## config.mk

```make
export PLATFORM = sky130hd
export DESIGN_NAME = corr_filter_flat
export DESIGN_NICKNAME = d
export VERILOG_FILES = /design/src/rtl/corr_filter_if.sv /design/src/rtl/corr_filter.sv /design/src/flat_wrapper.sv
export SDC_FILE = /design/constraint.sdc
export NUM_CORES = 1
export LEC_CHECK = 0
export ABC_CLOCK_PERIOD_IN_PS = 19450
export CAP_MARGIN = 15
export CORE_MARGIN = 4
export CORE_UTILIZATION = 40
export CTS_CLUSTER_DIAMETER = 40
export DETAILED_ROUTE_END_ITERATION = 8
export GPL_TIMING_DRIVEN = 0
export PLACE_DENSITY = 0.61
export REMOVE_ABC_BUFFERS = 1
export SYNTH_ARGS = -nofsm -noshare
export SYNTH_HDL_FRONTEND = slang
export SYNTH_SLANG_ARGS = --single-unit
```

## constraint.sdc

```tcl
create_clock -name i_clk -period 19.45 [get_ports i_clk]
set_input_delay 1.945 -clock i_clk [delete_from_list [all_inputs] [get_ports i_clk]]
set_output_delay 1.945 -clock i_clk [all_outputs]
set_load 0.02 [all_outputs]
```

## src/rtl/corr_filter_if.sv

```systemverilog
// Downstream correspondence stream of corr_filter: FWFT output fields with
// valid/ready handshake. master = corr_filter side, slave = consumer side.
interface corr_filter_if #(
    parameter int unsigned H_SIZE_BW = 11,
    parameter int unsigned V_SIZE_BW = 10,
    parameter int unsigned CLOUD_BW  = 16
) ();
    logic                 o_valid;
    logic                 i_ready;
    logic [H_SIZE_BW-1:0] o_idx0_x;
    logic [V_SIZE_BW-1:0] o_idx0_y;
    logic [H_SIZE_BW-1:0] o_idx1_x;
    logic [V_SIZE_BW-1:0] o_idx1_y;
    logic [CLOUD_BW-1:0]  o_trans_z0;

    modport master (
        output o_valid, o_idx0_x, o_idx0_y, o_idx1_x, o_idx1_y, o_trans_z0,
        input  i_ready
    );

    modport slave (
        input  o_valid, o_idx0_x, o_idx0_y, o_idx1_x, o_idx1_y, o_trans_z0,
        output i_ready
    );
endinterface

```

## src/rtl/corr_filter.sv

```systemverilog
// Correspondence filter: range/depth check, one register stage, FWFT output FIFO,
// frame FSM and counters. Define CORR_FILTER_ZMIN_EN to add the r_zmin depth floor.
module corr_filter #(
    parameter int unsigned FIFO_DEPTH = 16,
    parameter int unsigned H_SIZE_BW  = 11,
    parameter int unsigned V_SIZE_BW  = 10,
    parameter int unsigned CLOUD_BW   = 16
) (
    input  logic                           i_clk,
    input  logic                           i_rst_n,
    input  logic                           i_frame_start,
    input  logic                           i_frame_end,
    input  logic                           i_valid,
    input  logic [H_SIZE_BW-1:0]           i_idx0_x,
    input  logic [V_SIZE_BW-1:0]           i_idx0_y,
    input  logic [H_SIZE_BW-1:0]           i_idx1_x,
    input  logic [V_SIZE_BW-1:0]           i_idx1_y,
    input  logic [CLOUD_BW-1:0]            i_trans_z0,
    input  logic [H_SIZE_BW-1:0]           r_hsize,
    input  logic [V_SIZE_BW-1:0]           r_vsize,
`ifdef CORR_FILTER_ZMIN_EN
    input  logic [CLOUD_BW-1:0]            r_zmin,
`endif
    corr_filter_if.master                  dn,
    output logic [H_SIZE_BW+V_SIZE_BW-1:0] o_corr_cnt,
    output logic                           o_frame_done,
    output logic                           o_overflow,
    output logic                           o_seq_err
);
    localparam int unsigned AW = $clog2(FIFO_DEPTH);
    localparam int unsigned DW = 2*H_SIZE_BW + 2*V_SIZE_BW + CLOUD_BW;
    localparam int unsigned CW = H_SIZE_BW + V_SIZE_BW;

    localparam logic [1:0] IDLE   = 2'd0;
    localparam logic [1:0] ACTIVE = 2'd1;
    localparam logic [1:0] DRAIN  = 2'd2;

    logic [1:0]    state_q, state_d;
    logic          end_pend_q, end_pend_d;
    logic          pipe_vld_q, pipe_vld_d;
    logic [DW-1:0] pipe_data_q, pipe_data_d;
    logic [DW-1:0] mem_q [FIFO_DEPTH];
    logic [AW:0]   wr_ptr_q, wr_ptr_d, rd_ptr_q, rd_ptr_d;
    logic [CW-1:0] cnt_q, cnt_d;
    logic          ovf_q, ovf_d, seq_q, seq_d;

    logic [AW:0]   fill;
    logic          fifo_empty, fifo_full, pop, push;
    logic          start_acc, depth_ok, pass, pipe_load, done;
    logic [DW-1:0] head;

    assign fill       = wr_ptr_q - rd_ptr_q;
    assign fifo_empty = (fill == '0);
    assign fifo_full  = (fill == (AW+1)'(FIFO_DEPTH));
    assign pop        = !fifo_empty && dn.i_ready;
    assign push       = pipe_vld_q && (!fifo_full || pop);

    assign start_acc  = i_frame_start && (state_q == IDLE);
`ifdef CORR_FILTER_ZMIN_EN
    assign depth_ok   = !i_trans_z0[CLOUD_BW-1] && (|i_trans_z0) && (i_trans_z0 >= r_zmin);
`else
    assign depth_ok   = !i_trans_z0[CLOUD_BW-1] && (|i_trans_z0);
`endif
    assign pass       = i_valid && (i_idx1_x < r_hsize) && (i_idx1_y < r_vsize) && depth_ok
                        && ((state_q == ACTIVE) || start_acc);
    // The register stage stalls behind a full FIFO, so it counts as one extra buffer slot.
    assign pipe_load  = pass && (!pipe_vld_q || push);
    assign done       = (state_q == DRAIN) && !pipe_vld_q && fifo_empty;

    always_comb begin
        state_d     = state_q;
        end_pend_d  = 1'b0;
        seq_d       = start_acc ? 1'b0 : seq_q;
        ovf_d       = start_acc ? 1'b0 : ovf_q;
        cnt_d       = start_acc ? '0 : cnt_q;
        pipe_vld_d  = pipe_load || (pipe_vld_q && !push);
        pipe_data_d = pipe_load ? {i_idx0_x, i_idx0_y, i_idx1_x, i_idx1_y, i_trans_z0}
                                : pipe_data_q;
        wr_ptr_d    = push ? wr_ptr_q + 1'b1 : wr_ptr_q;
        rd_ptr_d    = pop  ? rd_ptr_q + 1'b1 : rd_ptr_q;
        case (state_q)
            IDLE: begin
                if (i_frame_start) begin
                    state_d    = ACTIVE;
                    end_pend_d = i_frame_end;
                end else if (i_frame_end) begin
                    seq_d = 1'b1;
                end
            end
            ACTIVE: begin
                if (i_frame_start) seq_d = 1'b1;
                if (i_frame_end || end_pend_q) state_d = DRAIN;
            end
            DRAIN: begin
                if (i_frame_start) seq_d = 1'b1;
                if (done) state_d = IDLE;
            end
            default: state_d = IDLE;
        endcase
        if (pass && !pipe_load) ovf_d = 1'b1;
        if (pipe_load && (cnt_d != '1)) cnt_d = cnt_d + CW'(1);
    end

    always_ff @(posedge i_clk or negedge i_rst_n) begin
        if (!i_rst_n) begin
            state_q     <= IDLE;
            end_pend_q  <= 1'b0;
            pipe_vld_q  <= 1'b0;
            pipe_data_q <= '0;
            wr_ptr_q    <= '0;
            rd_ptr_q    <= '0;
            cnt_q       <= '0;
            ovf_q       <= 1'b0;
            seq_q       <= 1'b0;
        end else begin
            state_q     <= state_d;
            end_pend_q  <= end_pend_d;
            pipe_vld_q  <= pipe_vld_d;
            pipe_data_q <= pipe_data_d;
            wr_ptr_q    <= wr_ptr_d;
            rd_ptr_q    <= rd_ptr_d;
            cnt_q       <= cnt_d;
            ovf_q       <= ovf_d;
            seq_q       <= seq_d;
        end
    end

    always_ff @(posedge i_clk) begin
        if (push) mem_q[wr_ptr_q[AW-1:0]] <= pipe_data_q;
    end

    // Storage is not reset; masking the head keeps the data outputs zero while empty.
    assign head = fifo_empty ? '0 : mem_q[rd_ptr_q[AW-1:0]];

    assign dn.o_valid = !fifo_empty;
    assign {dn.o_idx0_x, dn.o_idx0_y, dn.o_idx1_x, dn.o_idx1_y, dn.o_trans_z0} = head;

    assign o_corr_cnt   = cnt_q;
    assign o_frame_done = done;
    assign o_overflow   = ovf_q;
    assign o_seq_err    = seq_q;
endmodule

```

## src/flat_wrapper.sv

```systemverilog
// flat-port wrapper written by rule: the top's interface ports become plain ports
module corr_filter_flat 
#(
    parameter int unsigned FIFO_DEPTH = 16,
    parameter int unsigned H_SIZE_BW  = 11,
    parameter int unsigned V_SIZE_BW  = 10,
    parameter int unsigned CLOUD_BW   = 16
)
  (i_clk, i_rst_n, i_frame_start, i_frame_end, i_valid, i_idx0_x, i_idx0_y, i_idx1_x, i_idx1_y, i_trans_z0, r_hsize, r_vsize, o_corr_cnt, o_frame_done, o_overflow, o_seq_err, dn_o_valid, dn_o_idx0_x, dn_o_idx0_y, dn_o_idx1_x, dn_o_idx1_y, dn_o_trans_z0, dn_i_ready);
  corr_filter_if #(.H_SIZE_BW(H_SIZE_BW), .V_SIZE_BW(V_SIZE_BW), .CLOUD_BW(CLOUD_BW)) dn_i ();
  input  logic i_clk;
  input  logic i_rst_n;
  input  logic i_frame_start;
  input  logic i_frame_end;
  input  logic i_valid;
  input  logic [H_SIZE_BW-1:0] i_idx0_x;
  input  logic [V_SIZE_BW-1:0] i_idx0_y;
  input  logic [H_SIZE_BW-1:0] i_idx1_x;
  input  logic [V_SIZE_BW-1:0] i_idx1_y;
  input  logic [CLOUD_BW-1:0] i_trans_z0;
  input  logic [H_SIZE_BW-1:0] r_hsize;
  input  logic [V_SIZE_BW-1:0] r_vsize;
  output logic [H_SIZE_BW+V_SIZE_BW-1:0] o_corr_cnt;
  output logic o_frame_done;
  output logic o_overflow;
  output logic o_seq_err;
  output wire logic [$bits(dn_i.o_valid)-1:0] dn_o_valid;
  output wire logic [$bits(dn_i.o_idx0_x)-1:0] dn_o_idx0_x;
  output wire logic [$bits(dn_i.o_idx0_y)-1:0] dn_o_idx0_y;
  output wire logic [$bits(dn_i.o_idx1_x)-1:0] dn_o_idx1_x;
  output wire logic [$bits(dn_i.o_idx1_y)-1:0] dn_o_idx1_y;
  output wire logic [$bits(dn_i.o_trans_z0)-1:0] dn_o_trans_z0;
  input wire logic [$bits(dn_i.i_ready)-1:0] dn_i_ready;
  assign dn_o_valid = dn_i.o_valid;
  assign dn_o_idx0_x = dn_i.o_idx0_x;
  assign dn_o_idx0_y = dn_i.o_idx0_y;
  assign dn_o_idx1_x = dn_i.o_idx1_x;
  assign dn_o_idx1_y = dn_i.o_idx1_y;
  assign dn_o_trans_z0 = dn_i.o_trans_z0;
  assign dn_i.i_ready = dn_i_ready;
  corr_filter #(.FIFO_DEPTH(FIFO_DEPTH), .H_SIZE_BW(H_SIZE_BW), .V_SIZE_BW(V_SIZE_BW), .CLOUD_BW(CLOUD_BW)) u_core (.i_clk(i_clk), .i_rst_n(i_rst_n), .i_frame_start(i_frame_start), .i_frame_end(i_frame_end), .i_valid(i_valid), .i_idx0_x(i_idx0_x), .i_idx0_y(i_idx0_y), .i_idx1_x(i_idx1_x), .i_idx1_y(i_idx1_y), .i_trans_z0(i_trans_z0), .r_hsize(r_hsize), .r_vsize(r_vsize), .dn(dn_i), .o_corr_cnt(o_corr_cnt), .o_frame_done(o_frame_done), .o_overflow(o_overflow), .o_seq_err(o_seq_err));
endmodule
```

# == After elaboration in Yosys (flattened, before gate mapping) ==
# Memory sizes are Yosys's and may differ from the RTL's.
# Index checks and enable logic that the tools add are counted.
# word_totals
regBits,95
latchBits,0
ram_bits,928
rom_bits,0
elab_cells,72
mem_count,1
# memory_table
memory,depth,word_bits,rd,rd_ports_with_merged_regs,wr,line,rtl
u_core.mem_q,16,58,1,0,1,corr_filter.sv:42,logic [DW-1:0] mem_q [FIFO_DEPTH];
# op_classes
addsub,4
mul,0
n_div,0
order_cmp,2
eq_ne,7
shift,0
mux,18
bitwise,0
reduce_logical,31
# op_table
operator,n
$mux W58,1
$mux W21,2
$add A21 B1 Y21 const B,1
$ne A21 B21 Y1 const B,1
$reduce_or A16 Y1,1
$logic_and A1 B1 Y1,14
$lt A11 B11 Y1,1
$add A5 B1 Y5 const B,2
$lt A10 B10 Y1,1
$mux W1,10
$logic_not A1 Y1,6
$mux W2,3
$ne A2 B2 Y1 const B,3
$pmux W2 S3,1
$eq A5 B5 Y1 const B,1
$logic_not A5 Y1,1
$logic_or A1 B1 Y1,5
$sub A5 B5 Y5,1
$reduce_and A3 Y1,1
$eq A2 B1 Y1 const B,1
$eq A2 B2 Y1 const B,1
$logic_not A2 Y1,1
$pmux W1 S2,1
$reduce_bool A2 Y1,1
$reduce_or A2 Y1,1

# == Depth between registers and ports, before layout ==
# depth
word_depth,11
ltp_mapped,14
ltp_nobuf,12

# == Least setup slack after synthesis ==
# Ideal clock, no wire load.
# synth_path
path_kind,register -> register
from,reg u_core.rd_ptr_q[1]
to,mem u_core.mem_q[3][0] (netlist bit) (enable)
arrival_time_ns,6.869
setup_slack_ns,12.036
stages_incl_launch_ff,12
path_buffers,3
synth_period_minus_slack_ns,7.414
path_cell_list,dfrtp_1 -> clkbuf_1 -> clkbuf_1 -> clkbuf_1 -> inv_1 -> ha_1 -> nor2b_1 -> o211ai_1 -> nand3_1 -> a41oi_1 -> nand2_1 -> nor3_1
# synth_via
elab_chain_len,8
elab_cells_between_ends,10
cone_classes,add/sub (1); eq/ne (1); mux (2); reduce/logical (6)
# synth_lines
item,line,rtl
from (decl),corr_filter.sv:43,"logic [AW:0] wr_ptr_q, wr_ptr_d, rd_ptr_q, rd_ptr_d;"
from (signal assigned),corr_filter.sv:121,rd_ptr_q <= rd_ptr_d;
$sub A5 B5 Y5 *,corr_filter.sv:52,assign fill = wr_ptr_q - rd_ptr_q;
$logic_not A5 Y1,corr_filter.sv:53,assign fifo_empty = (fill == '0);
$logic_not A1 Y1,corr_filter.sv:55,assign pop = !fifo_empty && dn.i_ready;
$logic_and A1 B1 Y1,corr_filter.sv:55,
$logic_or A1 B1 Y1 *,corr_filter.sv:56,assign push = pipe_vld_q && (!fifo_full || pop);
$logic_and A1 B1 Y1 *,corr_filter.sv:56,
$mux W1 *,corr_filter.sv:129,if (push) mem_q[wr_ptr_q[AW-1:0]] <= pipe_data_q;
$mux W1 (not written as such) *,corr_filter.sv:129,
to (decl),corr_filter.sv:42,
# Mark *: on every way between the ends. The rest lies on a longest branch, timed or not.

# == Worst setup path after layout ==
# layout_path
from,reg u_core.rd_ptr_q[2]
to,out o_frame_done
# layout_via
elab_chain_len,3
# layout_lines
item,line,rtl
$sub A5 B5 Y5,corr_filter.sv:52,
$logic_not A5 Y1,corr_filter.sv:53,
$logic_and A1 B1 Y1,corr_filter.sv:68,assign done = (state_q == DRAIN) && !pipe_vld_q && fifo_empty;
to (decl),flat_wrapper.sv:24,output logic o_frame_done;
# No other way between the ends.

==> results.py <==
metrics = {
    "timing": {
        "rsz0062_at_grt": "false",
        "clock.fmax_ghz": 0.146,
        "whs_ns": 0.501,
        "final_hold_viol_count": 0,
        "slew_violations": 0,
        "setup_tns_ns": 0,
        "slew_headroom_pct": 36.0,
        "tightestPinTransition_ns": 0.958,
        "finalClockSkew_ns": 0.0227,
        "finalSetupViolCount": 0,
        "timing.final.crit_share_pct": 35.2,
        "fin_crit_ns": 6.85,
    },
    "job": {
        "drv_cap": 0,
    },
    "clock_network": {
        "path_clk_slew_ns": 0.05,
        "cts_tree": "built",
        "cts_buffers": 132,
        "cts_max_level": 4,
        "insertion_delay_ns": 0.71,
        "cts.path.max_buffers": 3,
        "cts_num_sinks": 1023,
        "hold_buffers": 0,
        "ctsRootBufferMaster": "clkbuf_16",
        "cts.repair.resized": 0,
        "post_cts_buffers": 0,
    },
    "pwr": {
        "power_density_nw_per_um2": 152,
        "power.leakage_nw": 16.4,
        "ir_drop_mv": 0.102,
    },
    "floorplan": {
        "die_w_um": 325,
        "dieArea_um2": 106000,
        "core_um2": 100000,
        "num_rows": 116,
        "io_pins": 168,
        "dieHeight_um": 325,
        "initial_utilization_pct": 40.3,
    },
    "yosys": {
        "ys_seq_area_share_pct": 75.1,
        "yosysTopAreaCell": "edfxtp_1",
        "synth_top_area_share_pct": 69.2,
        "syn_inst": 1798,
        "netlist-cell-type-count": 58,
        "yosys_warnings": 0,
        "synth_ff_type": "edfxtp_1",
        "ys_async_sr_fraction_pct": 9.29,
        "avgSynthCellArea_um2": 22.4,
        "ys_ff_latch": 1023,
        "synth_edf_count": 928,
        "synth_area_leaders": "edfxtp_1, mux4_2, dfrtp_1",
        "syn-cell-area_um2": 40300,
    },
    "global_routing": {
        "gr-total-overflow": 0,
        "antenna_found_initial": 2,
        "grt.total_usage_pct": 18.0,
        "grt_pass1_wl_um": 140000,
        "grt_max_degree": 61,
        "grt_pass1_vias": 20800,
    },
    "detailed_routing": {
        "drtIter0Drc": 1863,
        "drc": 0,
        "ant_nets": 0,
        "wl_per_cell_um": 27.2,
        "num_vias": 19500,
        "first_pass_iters": 5,
        "vias_per_cell": 5.57,
        "routed_wl_um": 95300,
    },
    "worst_setup_path": {
        "crit_required_ns": 17.50,
        "crit_arrival_ns": 4.91,
        "slowest_delay_ns": 0.88,
        "critPathMaxFanout": 31,
        "end_kind": "output pin",
        "crit_slowest_cell": "dfrtp_4",
        "crit_path_cell_trace": "inv_1, ha_1, and3b_1, or3_4, a211oi_4, a21boi_4, buf_16, and3_1, clkdlybuf4s50_1",
        "startpoint_type": "flip-flop",
        "cp_num_buf_inv": 3,
        "cp_top_family": "compound AO/OA/AOI/OAI gates",
        "path_class": "reg2out",
    },
    "cells_and_area": {
        "drive_above_1_share_pct": 31.1,
        "final_util_pct": 49.5,
        "final_area_um2": 49500,
        "synthToLayoutAreaGrowth_pct": 22.8,
        "layout.nets": 2217,
        "antenna_cells": 0,
    },
    "placed_design": {
        "place.detailed.hpwl_um": 58400,
        "gp_congestion": 0.787,
        "place_area_um2": 45000,
        "portBuffers": 167,
    },
    "status": {
        "status": "finished clean",
    },
    "worst_hold_path": {
        "hold_path_class": "reg2reg",
    },
}
[cells in the mapped netlist (all sizes together) (14+ instances only)]
library cell    n
nor2b          62
ha             33
xnor2          14
mux4          290
clkbuf         50
mux2           59
buf            39
nor2           19
dfrtp          95
nand2          29
inv            33
edfxtp        928
[metrics by stage]
stage / cells / total power, mW / setup slack [ns]
final: 3503 / 7.54 / 12.60
after global routing: 3503 / 7.87 / 12.41
after CTS: 3503 / 7.63 / 12.54
after detailed placement: 3263 / 5.20 / 13.32
after global placement: 3174 / 5.67 / -6.27
after floorplan: 1709 / 4.66 / 4.30
[cells by family after synthesis]
kind of cell | count (synthesis) | share of synthesized area, %
flops | 1023 | 75.1
mux | 349 | 18.4
simple gates | 197 | 2.80
buf+inv | 122 | 1.33
compound gates | 56 | 0.988
fa+ha+maj | 33 | 1.02
xor+xnor | 18 | 0.391
[final cells by class]
class | instances | area, um2
Multi-Input combinational cell | 653 | 9620
Clock buffer | 159 | 3580
Inverter | 33 | 129
Timing Repair Buffer | 256 | 3350
Fill cell | 7820 | 50500
Sequential cell | 1023 | 30300
Tap cell | 1298 | 1620
Clock inverter | 81 | 897
[metal layers]
layer	GRT usage [%]	wire length, um
met5	0	0
met4	4.69	1690
met3	3.95	6640
met2	28.9	46400
met1	25.3	40600
[layout by cell type (no fill, tap or decap), types with 7 or more instances in the layout]
master / count
a21oi_1: 13
and3_1: 8
buf_12: 25
buf_16: 28
buf_6: 31
bufinv_16: 12
clkbuf_1: 14
clkbuf_16: 136
clkbuf_8: 9
clkdlybuf4s50_1: 166
clkinv_1: 7
clkinv_2: 18
clkinv_4: 7
clkinvlp_4: 12
dfrtp_1: 92
edfxtp_1: 928
ha_1: 33
inv_1: 32
inv_6: 18
mux2_4: 57
mux4_2: 290
nand2_1: 29
nand2b_1: 9
nand3_1: 13
nand4_1: 13
nor2_1: 8
nor2_4: 11
nor2b_1: 62
nor3_1: 7
nor4_1: 7
o21ai_0: 11
or3_1: 7
xnor2_1: 14
[report_power, final]
group | leakage [nW] | internal [mW] | switching, mW
logic | 4.62 | 1.10 | 0.914
clock network | 2.17 | 1.49 | 0.940
registers | 9.61 | 2.77 | 0.329
[registers in the layout, summed over array words and instances (netlist names)]
name,count
u_core.o_corr_cnt,21
u_core.o_seq_err,1
u_core.state_q,2
u_core.pipe_data_q,58
u_core.end_pend_q,1
u_core.pipe_vld_q,1
u_core.o_overflow,1
u_core.wr_ptr_q,5
u_core.mem_q,928
u_core.rd_ptr_q,5
[path summary, 6_finish.rpt]
| check | from | end | slack [ns] | cells after the start |
|---|---|---|---|---|
| setup / recovery | u_core.rd_ptr_q[2] | o_frame_done | 12.60 | 9 |
| hold / removal | u_core.rd_ptr_q[4] | u_core.rd_ptr_q[4] | 0.50 | 1 |
| setup reg to reg | u_core.rd_ptr_q[1] | u_core.mem_q[1][0] | 14.56 | 12 |
| hold reg to reg | u_core.rd_ptr_q[4] | u_core.rd_ptr_q[4] | 0.50 | 1 |
| max in group asynchronous | i_rst_n | u_core.pipe_data_q[45] | 17.40 | 2 |
| min in group asynchronous | i_rst_n | u_core.o_corr_cnt[13] | 1.28 | 1 |
(Power assumes the default switching activity.)
